[src/rtl/pipe_pkg.sv]
//==============================================================================
// Module      : pipe_pkg
// Description : Shared stall constants, stage mode enum and mode decode for
//               the inter-stage pipeline registers.
// Revision    : 1.0
//==============================================================================
`default_nettype none

package pipe_pkg;

   localparam logic c_stop   = 1'b1;
   localparam logic c_nostop = 1'b0;

   // Payload/context widths of the classic MIPS EX/MEM and later stages
   localparam int unsigned c_mips_data_w = 146;
   localparam int unsigned c_mips_ctx_w  = 66;

   typedef enum logic [1:0] {
      MODE_FLUSH  = 2'd0,
      MODE_PASS   = 2'd1,
      MODE_BUBBLE = 2'd2,
      MODE_HOLD   = 2'd3
   } mode_e;

   // s is this stage's stall bit and n the downstream bit; flush always wins.
   // A stall with the downstream stage free means only this stage emits a bubble.
   function automatic mode_e decode_mode(input logic flush, input logic s, input logic n);
      if (flush)
         return MODE_FLUSH;
      if (s == c_nostop)
         return MODE_PASS;
      if (n == c_nostop)
         return MODE_BUBBLE;
      return MODE_HOLD;
   endfunction

endpackage

`default_nettype wire

[src/rtl/pipe_sat_cnt.sv]
//==============================================================================
// Module      : pipe_sat_cnt
// Description : Up counter that sticks at all-ones instead of wrapping.
// Revision    : 1.0
//==============================================================================
`default_nettype none

module pipe_sat_cnt #(
   parameter int unsigned WIDTH = 32
) (
   input  logic             clk,
   input  logic             rst,
   input  logic             inc,
   output logic [WIDTH-1:0] count
);

   logic [WIDTH-1:0] r_count;

   always_ff @(posedge clk or posedge rst) begin
      if (rst)
         r_count <= '0;
      else if (inc && !(&r_count))
         r_count <= r_count + 1'b1;
   end

   assign count = r_count;

endmodule

`default_nettype wire

[src/rtl/pipe_stage_ctx.sv]
//==============================================================================
// Module      : pipe_stage_ctx
// Description : Inter-stage register with flush/bubble/hold and a retained
//               multi-cycle context word. Counters built under PIPE_STAGE_PERF_EN.
// Revision    : 1.0
//==============================================================================
`default_nettype none

module pipe_stage_ctx
   import pipe_pkg::*;
#(
   parameter int unsigned       DATA_W    = c_mips_data_w,
   parameter int unsigned       CTX_W     = c_mips_ctx_w,
   parameter int unsigned       STALL_W   = 6,
   parameter int unsigned       STAGE_IDX = 3,
   parameter logic [DATA_W-1:0] NOP_VALUE = '0,
   parameter int unsigned       PERF_W    = 32
) (
   input  logic               clk,
   input  logic               rst,
   input  logic [STALL_W-1:0] stall,
   input  logic               flush,
   input  logic               in_valid,
   input  logic [DATA_W-1:0]  in_data,
   input  logic [CTX_W-1:0]   ctx_i,
   output logic               out_valid,
   output logic [DATA_W-1:0]  out_data,
   output logic [CTX_W-1:0]   ctx_o,
   output logic               ctx_live,
   output logic [PERF_W-1:0]  bubble_cnt,
   output logic [PERF_W-1:0]  hold_cnt
);

   typedef enum logic [0:0] {
      CTX_IDLE = 1'b0,
      CTX_LIVE = 1'b1
   } ctx_state_e;

   mode_e             w_mode;
   ctx_state_e        r_ctx_state;
   logic              r_valid;
   logic [DATA_W-1:0] r_data;
   logic [CTX_W-1:0]  r_ctx;

   assign w_mode = decode_mode(flush, stall[STAGE_IDX], stall[STAGE_IDX+1]);

   always_ff @(posedge clk or posedge rst) begin
      if (rst) begin
         r_valid     <= 1'b0;
         r_data      <= NOP_VALUE;
         r_ctx       <= '0;
         r_ctx_state <= CTX_IDLE;
      end else begin
         case (w_mode)
            MODE_FLUSH: begin
               r_valid     <= 1'b0;
               r_data      <= NOP_VALUE;
               r_ctx       <= '0;
               r_ctx_state <= CTX_IDLE;
            end
            MODE_PASS: begin
               r_valid     <= in_valid;
               r_data      <= in_data;
               r_ctx       <= '0;
               r_ctx_state <= CTX_IDLE;
            end
            // Downstream keeps moving: emit a NOP but keep the partial result.
            MODE_BUBBLE: begin
               r_valid     <= 1'b0;
               r_data      <= NOP_VALUE;
               r_ctx       <= ctx_i;
               r_ctx_state <= CTX_LIVE;
            end
            MODE_HOLD: begin
               r_ctx       <= ctx_i;
               r_ctx_state <= CTX_LIVE;
            end
         endcase
      end
   end

   assign out_valid = r_valid;
   assign out_data  = r_data;
   assign ctx_o     = r_ctx;
   assign ctx_live  = (r_ctx_state == CTX_LIVE);

`ifdef PIPE_STAGE_PERF_EN
   pipe_sat_cnt #(
      .WIDTH (PERF_W)
   ) u_bubble_cnt (
      .clk   (clk),
      .rst   (rst),
      .inc   (w_mode == MODE_BUBBLE),
      .count (bubble_cnt)
   );

   pipe_sat_cnt #(
      .WIDTH (PERF_W)
   ) u_hold_cnt (
      .clk   (clk),
      .rst   (rst),
      .inc   (w_mode == MODE_HOLD),
      .count (hold_cnt)
   );
`else
   assign bubble_cnt = '0;
   assign hold_cnt   = '0;
`endif

endmodule

`default_nettype wire

[config.mk]
export PLATFORM = sky130hd
export DESIGN_NAME = pipe_stage_ctx
export DESIGN_NICKNAME = d
export VERILOG_FILES = /design/src/rtl/pipe_pkg.sv /design/src/rtl/pipe_sat_cnt.sv /design/src/rtl/pipe_stage_ctx.sv
export SDC_FILE = /design/constraint.sdc
export NUM_CORES = 1
export LEC_CHECK = 0
export CAP_MARGIN = 30
export CORE_AREA = 4 4 190 192
export CTS_CLUSTER_SIZE = 8
export DETAILED_ROUTE_END_ITERATION = 10
export DIE_AREA = 0 0 194 196
export GPL_TIMING_DRIVEN = 0
export SYNTH_ARGS = -nofsm -noshare
export SYNTH_HDL_FRONTEND = slang
export SYNTH_HIERARCHICAL = 1
export SYNTH_SLANG_ARGS = --single-unit
[constraint.sdc]
create_clock -name clk -period 7.43 [get_ports clk]
set_input_delay 1.486 -clock clk [delete_from_list [all_inputs] [get_ports clk]]
set_output_delay 1.486 -clock clk [all_outputs]
set_load 0.005 [all_outputs]
==> impl_metrics.csv <==
group,metric,value,unit
global_routing,grt_max_degree,115,
pwr,p_per_area,192.9,nW/um^2
sta,rsz0062_at_grt,"no",
synth,yosys_warnings,6,
place,place_hpwl,25.04,mm
worst_setup_path,cp.arrival,1530,ps
finish,multiInputGateArea,3043,um^2
finish,final_common_cell,"clkdlybuf4s50_1",
floorplan,die_y,196,um
finish,finalNetCount,1604,
synth,syn_inst,856,
synth,synth_area_per_cell,10.50,um^2
worst_setup_path,worst-path-max-fanout,2,
finish,final_core_util,0.4342,
routing,ant_nets,0,
floorplan,die_w,194,um
clock_tree,cts.clk_slew.worst_paths,50,ps
global_routing,first_global_vias,8218,
sta,fin_crit_sh,0.4054,
pwr,p_int,2.186,mW
place,post-place-cells,1805,
clock_tree,cts_setup_buffers,0,
synth,yosysUniqueCellTypes,16,
place,dpl_cell_area,14130,um^2
sta,clock.fmax,0.3320,GHz
worst_setup_path,crit_type,"flop to output pin",
floorplan,io_pins,500,
clock_tree,cts_root_buf,"clkbuf_16",
clock_tree,cts_tree,"built",
routing,detail_route.first_pass.iterations,4,
clock_tree,cts_sinks,214,
global_routing,grt_overflow,0,
worst_setup_path,crit_chain,"clkdlybuf4s50_1",
synth,synth.largest_area_cell,"dfrtp_1",
worst_setup_path,end_kind,"output pin",
worst_setup_path,cpMaxStageDelayCell,"clkdlybuf4s50_1",
clock_tree,clock_path_buffers,3,
global_routing,grt_pass1_wl,50.38,mm
finish,fill_cells,3385,
finish,postLayoutCellArea,14920,um^2
floorplan,initial_utilization,0.2615,
global_routing,track_usage,0.1659,
place,place_congestion,0.7660,
finish,mostFrequentLayoutCells,"clkdlybuf4s50_1, dfrtp_1, nand2b_1, nand3_1, a21oi_1",
synth,synth_area,8989,um^2
worst_setup_path,critPathRequiredTime,5940,ps
pwr,p_clk_frac,0.417,
routing,num_vias,7874,
clock_tree,cts.repair.resized,0,
outcome,outcome,"finished, final reports clean",
finish,seq_area,5355,um^2
sta,fin_crit,3012,ps
floorplan,core-area,34370,um^2
finish,drive_above_1_share,0.09617,
synth,yosys-top-cells-area,"dfrtp_1, nand2b_1, a21oi_1",
floorplan,rows,68,
sta,fin_worst_skew,0,ps
routing,drtIter0Drc,209,
worst_setup_path,critPathBufInv,1,
routing,route.detailed.drc,0,
clock_tree,hold_buffers,0,
pwr,swShare,0.2409,
floorplan,dieArea,38020,um^2
pwr,seq_power_share,0.431,
pwr,p_switching,0.6936,mW
pwr,pwr-share-comb,0.151,
worst_setup_path,slowest_delay,580,ps
place,port_buffers,430,
worst_setup_path,worst_setup_path_start_kind,"flop",
sta,tightest_slew,758.7,ps
global_routing,antenna_found_initial,3,
min_path,hold_class,"flop to flop",
pwr,ir_worst_vdd,0.1716,mV
clock_tree,clk_latency,560,ps
synth,synth_top_area_frac,0.5958,
pwr,p_leak,6.429,nW
clock_tree,htreeDepth,1,
routing,wl_per_cell,18.03,um
routing,vias_per_cell,4.282,
finish,area_delta_synth_final,66.04,%
clock_tree,cts_made_buffers,30,
finish,fin_cells,1839,
run,cap_violations,0,
sta,relSlewSlack,0.4942,
sta,drv_slew,0,
synth,ys_seq_area_frac,0.5958,
worst_setup_path,critPathTopFamily,"buffers and inverters",
sta,finalHoldViolations,0,
synth,synth-seq-cells,214,
routing,routed_wirelength,33.17,mm
sta,setup_violations,0,
## tightest hold or removal path: cells and delay by family, from the launching register on
kind	cells	cell delay, ps
simple gates	1	70
compound gates	1	60
flops	1	370
## kinds of logic (layout without fill, tap and decap cells)
group           count (synthesis)  count (layout)  synth area share
compound gates                147             147           0.08296
buf+inv                       136             600           0.09201
flops                         214             214            0.5958
other cells                     1              65         0.0004172
simple gates                  358             358            0.2288
## metal layers
| layer | GRT usage | vias up | routed length (um) |
|---|---|---|---|
| li1 | - | 3743 | - |
| met1 | 0.1981 | 3751 | 13020 |
| met3 | 0.05993 | 59 | 3038 |
| met4 | 0.04766 | 2 | 1011 |
| met2 | 0.2832 | 319 | 16080 |
| met5 | 0 | - | 13 |
## synth_stat cells
| cell | number |
|---|---|
| buf_6 | 1 |
| a32o_1 | 2 |
| conb_1 | 1 |
| and2_1 | 66 |
| buf_1 | 1 |
| buf_2 | 24 |
| buf_4 | 74 |
| and2b_1 | 1 |
| dfrtp_1 | 214 |
| a21oi_1 | 145 |
| nand2b_1 | 145 |
| clkbuf_1 | 34 |
| nor2_1 | 1 |
| nand3_1 | 145 |
| clkbuf_2 | 1 |
| inv_1 | 1 |
## power groups by stage
stage / logic, mW / registers [mW] / clock network (mW)
final: 0.436 / 1.24 / 1.20
after detailed placement: 0.442 / 1.26 / 0
after CTS: 0.444 / 1.24 / 1.25
after global routing: 0.476 / 1.25 / 1.30
after global placement: 0.438 / 1.26 / 0
after floorplan: 0.156 / 1.26 / 0
## path summary, 6_finish.rpt
| check | start | to | slack (ps) | cells after the start |
|---|---|---|---|---|
| setup / recovery | out_data[140]$_DFFE_PP0P_ | out_data[140] | 4420 | 1 |
| hold / removal | out_data[132]$_DFFE_PP0P_ | out_data[132]$_DFFE_PP0P_ | 530 | 2 |
| setup reg to reg | out_data[145]$_DFFE_PP0P_ | out_data[145]$_DFFE_PP0P_ | 6690 | 1 |
| hold reg to reg | out_data[132]$_DFFE_PP0P_ | out_data[132]$_DFFE_PP0P_ | 530 | 2 |
| max in group asynchronous | rst | out_data[125]$_DFFE_PP0P_ | 4880 | 3 |
| min in group asynchronous | rst | out_data[44]$_DFFE_PP0P_ | 1430 | 2 |
## registers in the layout, summed over array words and instances, names as in the netlist
register	cells
ctx_live	1
ctx_o	66
out_data	146
out_valid	1
## layout make-up
cell class              count  share of cell area
flip-flops and latches    214              0.3588
repair buffers            431              0.2902
multi-input cells         569              0.2039
clock buffers              32             0.05080
well taps                 455             0.03815
inverters                   1           0.0007545
diodes                      1           0.0001677
clock inverters             1            0.002012
plain buffers             135             0.05516
## per-stage QoR
step	worst slack, ps	setup TNS, ps	total power, mW	hold slack (ps)
5_1_grt	4333	0	3.019	547.1
3_5_place_dp	3954	0	1.703	525.8
6_report	4418	0	2.879	530.8
2_1_floorplan	93.06	0	1.421	524.5
4_1_cts	4350	0	2.937	533.1
3_3_place_gp	-3203	-680890	1.698	517.3
Note: power is estimated with default switching activity, not from simulation.
